===== src/rtl/mem_port_arb.sv =====
// Shares one single-port SRAM between instruction fetch and load/store; LS wins unless fetch has starved.
// Latency: combinational grant, read response one cycle after grant.
// Backpressure: the losing requester sees ready=0 and must hold its request; flush blocks fetch grants.
module mem_port_arb #(
    parameter int AW           = 32,
    parameter int DW           = 32,
    parameter int STARVE_LIMIT = 4
) (
    input  logic            clk,
    input  logic            rst,
    input  logic            if_req_valid,
    input  logic [AW-1:0]   if_req_addr,
    output logic            if_req_ready,
    input  logic            if_flush,
    output logic            if_rsp_valid,
    output logic [DW-1:0]   if_rsp_data,
    input  logic            ls_req_valid,
    input  logic            ls_req_we,
    input  logic [DW/8-1:0] ls_req_be,
    input  logic [AW-1:0]   ls_req_addr,
    input  logic [DW-1:0]   ls_req_wdata,
    output logic            ls_req_ready,
    output logic            ls_rsp_valid,
    output logic [DW-1:0]   ls_rsp_data,
    output logic            mem_en,
    output logic            mem_we,
    output logic [DW/8-1:0] mem_be,
    output logic [AW-1:0]   mem_addr,
    output logic [DW-1:0]   mem_wdata,
    input  logic [DW-1:0]   mem_rdata
);

    localparam int BW = DW / 8;
    localparam int CW = $clog2(STARVE_LIMIT + 1);
    localparam logic [CW-1:0] LIMIT = CW'(STARVE_LIMIT);

    typedef enum logic [1:0] {
        OWN_NONE,
        OWN_IF,
        OWN_LS
    } owner_t;

    owner_t          owner_q, owner_d;
    logic            store_q, store_d;
    logic [CW-1:0]   starve_cnt, starve_d;
    logic            if_elig, ls_elig, grant_if, grant_ls;

    // Grants are held off while reset is asserted so the SRAM stays idle.
    always_comb begin
        if_elig   = !rst && if_req_valid && !if_flush;
        ls_elig   = !rst && ls_req_valid;
        grant_if  = if_elig && (!ls_elig || (starve_cnt == LIMIT));
        grant_ls  = ls_elig && !grant_if;

        mem_en    = 1'b0;
        mem_we    = 1'b0;
        mem_be    = '0;
        mem_addr  = '0;
        mem_wdata = '0;
        if (grant_if) begin
            mem_en   = 1'b1;
            mem_be   = {BW{1'b1}};
            mem_addr = if_req_addr;
        end else if (grant_ls) begin
            mem_en    = 1'b1;
            mem_we    = ls_req_we;
            mem_be    = ls_req_be;
            mem_addr  = ls_req_addr;
            mem_wdata = ls_req_wdata;
        end

        if (!if_elig || grant_if) begin
            starve_d = '0;
        end else if (starve_cnt != LIMIT) begin
            starve_d = starve_cnt + CW'(1);
        end else begin
            starve_d = starve_cnt;
        end

        owner_d = OWN_NONE;
        store_d = 1'b0;
        if (grant_if) begin
            owner_d = OWN_IF;
        end else if (grant_ls) begin
            owner_d = OWN_LS;
            store_d = ls_req_we;
        end
    end

    assign if_req_ready = grant_if;
    assign ls_req_ready = grant_ls;

    always_ff @(posedge clk or posedge rst) begin
        if (rst) begin
            owner_q    <= OWN_NONE;
            store_q    <= 1'b0;
            starve_cnt <= '0;
        end else begin
            owner_q    <= owner_d;
            store_q    <= store_d;
            starve_cnt <= starve_d;
        end
    end

    // A flush in the response cycle kills a fetch response; LS responses always land.
    always_comb begin
        if_rsp_valid = (owner_q == OWN_IF) && !if_flush;
        if_rsp_data  = if_rsp_valid ? mem_rdata : '0;
        ls_rsp_valid = (owner_q == OWN_LS);
        ls_rsp_data  = (ls_rsp_valid && !store_q) ? mem_rdata : '0;
    end

endmodule

===== config.mk =====
export PLATFORM = sky130hd
export DESIGN_NAME = mem_port_arb
export DESIGN_NICKNAME = d
export VERILOG_FILES = /design/src/rtl/mem_port_arb.sv
export SDC_FILE = /design/constraint.sdc
export NUM_CORES = 1
export LEC_CHECK = 0
export BUFFER_PORTS_ARGS = -buffer_cell sky130_fd_sc_hd__buf_4
export CAP_MARGIN = 30
export CORE_AREA = 2 2 108 110
export CTS_CLUSTER_DIAMETER = 50
export DETAILED_ROUTE_END_ITERATION = 8
export DIE_AREA = 0 0 110 112
export HOLD_SLACK_MARGIN = 0.02
export MAX_ROUTING_LAYER = met4
export PLACE_DENSITY = 0.56
export SYNTH_ARGS = -nofsm -noshare
export SYNTH_HDL_FRONTEND = slang
export SYNTH_SLANG_ARGS = --single-unit
export TNS_END_PERCENT = 20

===== constraint.sdc =====
create_clock -name clk -period 2.05 [get_ports clk]
set_input_delay 0.5125 -clock clk [delete_from_list [all_inputs] [get_ports clk]]
set_output_delay 0.5125 -clock clk [all_outputs]
set_load 0.01 [all_outputs]

Word-level counts from Yosys, hierarchy flattened
Index checks and enable logic that the tools add are counted.

word-level totals
  register bits after elaboration = 6
  bits in read-only memories = 0
  memory bits (writable) = 0
  output and inout port bits = 138
  memories kept = 0
  latch bits = 0

cells by class
  equal/unequal tests = 4
  $add $sub $neg = 1
  multipliers = 0
  reductions and logical operators = 16
  bitwise logic cells = 0
  muxes and demuxes = 16
  $lt $le $gt $ge = 0
  shift operators = 0
  divide/modulo/power cells = 0

operators by type and width
  cell                                           count
  2-to-1 mux 32 bit                              6
  2-to-1 mux 4 bit                               2
  logical AND 1 bit                              7
  zero test 1 bit                                6
  2-to-1 mux 3 bit                               2
  2-to-1 mux 1 bit                               4
  2-to-1 mux 2 bit                               2
  adder 3 x 1 -> 3 bit, second input constant    1
  == test 3 bit, second input constant           1
  inequality test 3 bit, second input constant   1
  == test 2 x 1 -> 1 bit, second input constant  1
  == test 2 bit, second input constant           1
  logical OR 1 bit                               2
  nonzero test 2 bit                             1

Longest topological paths before layout
  word-level depth = 9
  depth in mapped cells = 7
  mapped depth without buffers = 5

Least setup slack after synthesis
OpenSTA, ideal clock, no wires.

  path type = flip-flop to output port
  start = reg starve_cnt[0]
  end = out mem_addr[26]
  stages on the path, launching flop included = 7
  arrival = 1638 ps
  setup slack = -101 ps
  cell sequence = dfrtp_1 -> inv_1 -> ha_1 -> nand2_2 -> a2111oi_4 -> buf_6 -> a22o_2

between the ends
  word-level cells in the longest chain between the ends = 7

ends and longest elaborated chain
  element                   RTL line  RTL
  start: declaration        45        logic [CW-1:0] starve_cnt, starve_d;
  start signal: assignment  101       starve_cnt <= starve_d;
  == test 3 bit (*)         52        grant_if = if_elig && (!ls_elig || (starve_cnt == LIMIT));
  logical OR 1 bit (*)      52
  logical AND 1 bit (*)     52
  via if_req_ready          13        output logic if_req_ready,
  zero test 1 bit           53        grant_ls = ls_elig && !grant_if;
  logical AND 1 bit         53
  2-to-1 mux 32 bit         64        end else if (grant_ls) begin
  2-to-1 mux 32 bit (*)     60        if (grant_if) begin
  end: declaration          28        output logic [AW-1:0] mem_addr,

The timed path passes the listed nets; every way through them passes the cells marked *.

Final worst setup path
  start = reg starve_cnt[0]
  end = out mem_addr[17]

between the ends
  word-level cells in the longest chain between the ends = 7

ends and longest elaborated chain
  element                RTL line
  == test 3 bit (*)      52
  logical OR 1 bit (*)   52
  logical AND 1 bit (*)  52
  zero test 1 bit        53
  logical AND 1 bit      53
  2-to-1 mux 32 bit      64
  2-to-1 mux 32 bit (*)  60

Mark *: on every way between the ends. The rest lies on a longest branch, timed or not.

==> run_results.csv <==
group,metric,value,unit
status,status,"finished with violations",
status,violations,"setup timing",
timing,finalCritPeriodShare,112.3,%
critical_path,arrival,1.79,ns
synth,synth-edff-count,0,
floorplan,io_pins,276,
synth,synth_top_cell_by_area,"and2_1",
synth,synth_cells,177,
power_and_ir_drop,peakVddDrop,0.1853,mV
job,drv_cap,0,
finish,final_nets,598,
synth,yosysWarnings,0,
finish,diodes,0,
clock_network,ctsLongestPathBuffers,2,
clock_network,clkSinkCount,6,
synth,syn_area,1329,um^2
floorplan,die_x,110,um
timing,slew_headroom,82.74,%
placed_design,pre_cts_slack,-0.08654,ns
synth,synth_top_area_share,45.67,%
clock_network,ctsRootBufferMaster,"clkbuf_16",
floorplan,core_area,11170,um^2
timing,max_freq,0.4345,GHz
detailed_routing,initialDrtViolationCount,77,
floorplan,die_h,112,um
detailed_routing,routed_wl,9376,um
detailed_routing,drc_errors,0,
synth,synthesis.nets,317,
timing,clock_skew,0.002109,ns
timing,rsz0062_at_grt,"yes",
synth,ys.flop_type,"dfrtp_1",
finish,syn_to_final_growth,196.4,%
clock_network,cts_tree,"yes",
timing,tightest_slew,0.2589,ns
clock_network,clk_latency,0.23,ns
global_route,gr-total-overflow,0,
critical_path,end_kind,"output pin",
synth,synthTopCellsByCount,"and2_1 (97), a22o_1 (20), a22o_2 (12)",
global_route,antenna_found_initial,0,
placed_design,dp_hpwl,8008,um
placed_design,routabilityCongestion,0.8272,
floorplan,dieArea,12320,um^2
floorplan,start_util,11.89,%
power_and_ir_drop,leakage,2.192,nW
placed_design,io_buffers,275,
clock_network,path_clk_slew,0.03,ns
timing,fin_crit,2.302,ns
global_route,grt_usage,13.41,%
critical_path,rr_worst_depth,7,
finish,final_cell_area,3939,um^2
global_route,met3_usage,1.932,%
floorplan,row_count,39,
synth,async_flop_share,100.0,%
clock_network,cts_hold_buf,0,
global_route,grt_pass1_vias,2335,
synth,ys_ff_latch,6,
timing,finalSetupViolations,70,
global_route,use_met2,27.16,%
global_route,busiest_layer,"met2",
power_and_ir_drop,powerDensity,265.4,nW/um^2
finish,drive_gt1_share,71.05,%
detailed_routing,drtAntennaViolNets,0,
synth,syn_area_per_cell,7.507,um^2
global_route,use_met1,13.12,%
synth,post-synth-top-count-cell,"and2_1",
detailed_routing,dr.pass1.iters,4,
timing,hold_viol,0,
timing,maxSlewViolCount,0,
worst_hold_path,hp-class,"primary input to async pin",
synth,synth_cell_types,19,
critical_path,max_stage_delay,0.37,ns
clock_network,cts_buffers,3,
placed_design,placed_area,3645,um^2
detailed_routing,wl_per_cell,15.65,um
detailed_routing,via_count,2379,
critical_path,crit_path_start_kind,"register",
critical_path,crit_type,"register to output pin",
global_route,grt_max_degree,57,
global_route,grt_pass1_wl,12250,um
synth,netlist_top_cells_area,"and2_1 (46%), a22o_1 (13%), dfrtp_1 (11%)",
critical_path,slowest_stage,"dfrtp_1",
clock_network,h-tree-depth,1,
critical_path,crit_chain,"inv_2 -> ha_4 -> nand2_4 -> a2111oi_4 -> buf_6 -> clkbuf_16 -> a22o_1 -> buf_4",
synth,ys_seq_area_share,11.30,%
detailed_routing,viasPerCell,3.972,
timing,holdWs,0.2356,ns
critical_path,crit_required,1.54,ns
power_and_ir_drop,power,1.045,mW
critical_path,cp_max_fo,9,
timing,worst_slack,-0.2518,ns
-- worst paths after layout --
check,slack (ns),endpoint,start
max,-0.25,mem_addr[17],starve_cnt[0]$_DFFE_PP0P_
min,0.24,starve_cnt[2]$_DFFE_PP0P_,rst
max reg2reg,0.50,store_q$_DFF_PP0_,starve_cnt[0]$_DFFE_PP0P_
min reg2reg,0.54,starve_cnt[0]$_DFFE_PP0P_,starve_cnt[0]$_DFFE_PP0P_
max in group asynchronous,1.63,store_q$_DFF_PP0_,rst
min in group clk,0.54,starve_cnt[0]$_DFFE_PP0P_,starve_cnt[0]$_DFFE_PP0P_
-- cell type report --
cell class	instances	area [um^2]
Clock buffer	3	75.07
Fill cell	1163	7236
Inverter	5	18.77
Multi-Input combinational cell	150	1169
Sequential cell	6	150.1
Tap cell	143	178.9
Timing Repair Buffer	292	2347
-- report_power, final --
group	switching [mW]	leakage [nW]	internal (mW)	total, mW
Clock	0.0610	0.0370	0.250	0.311
Combinational	0.227	2.07	0.383	0.611
Sequential	0.00193	0.0817	0.122	0.124
Total	0.290	2.19	0.755	1.05
-- critical path: cells and delay by family (launching register included) --
kind / cells / cell delay (ns)
buffers and inverters: 4 / 0.55
AO/OA/AOI/OAI: 2 / 0.44
flip-flops: 1 / 0.37
adder cells (fa/ha/maj): 1 / 0.14
AND/OR/NAND/NOR: 1 / 0.06
-- cells by family after synthesis --
family / count (synthesis) / synth area share, %
fa+ha+maj: 2 / 1.883
simple gates: 109 / 50.47
compound gates: 38 / 27.68
xor+xnor: 1 / 0.6593
buf+inv: 21 / 8.004
flops: 6 / 11.30
-- per-stage QoR --
step	setup TNS [ns]	std cells	util [%]
6_report	-12.97	599	35.25
5_1_grt	-17.45	599	35.25
4_1_cts	-19.04	591	33.37
3_5_place_dp	-2.509	588	32.62
3_3_place_gp	-1.812	588	32.62
2_1_floorplan	-0.8049	177	-
-- layer usage --
layer | part of all wire (%) | vias to the layer above
met5 | 0 | -
met3 | 10 | 4
met2 | 55 | 168
met1 | 34 | 1061
met4 | 0.53 | 0
li1 | - | 1146
-- registers in the layout, indices dropped and copies added, names as in the netlist --
| register | cells |
|---|---|
| owner_q | 2 |
| starve_cnt | 3 |
| store_q | 1 |
-- cells in the final DEF (no fill, tap or decap), drive strengths merged, types with 2 or more instances in the layout --
master,n
buf,289
inv,5
dfrtp,6
ha,2
nor2b,3
nor2,5
clkbuf,6
a22o,32
a21o,4
and2,97
-- what timing repair did --
item	CTS	global route
gates resized for setup	2	24
pin swaps	2	4
cloned	0	5
setup buffers	0	3
setup endpoints to repair	73	104
Power figures use the tool's default switching activity.
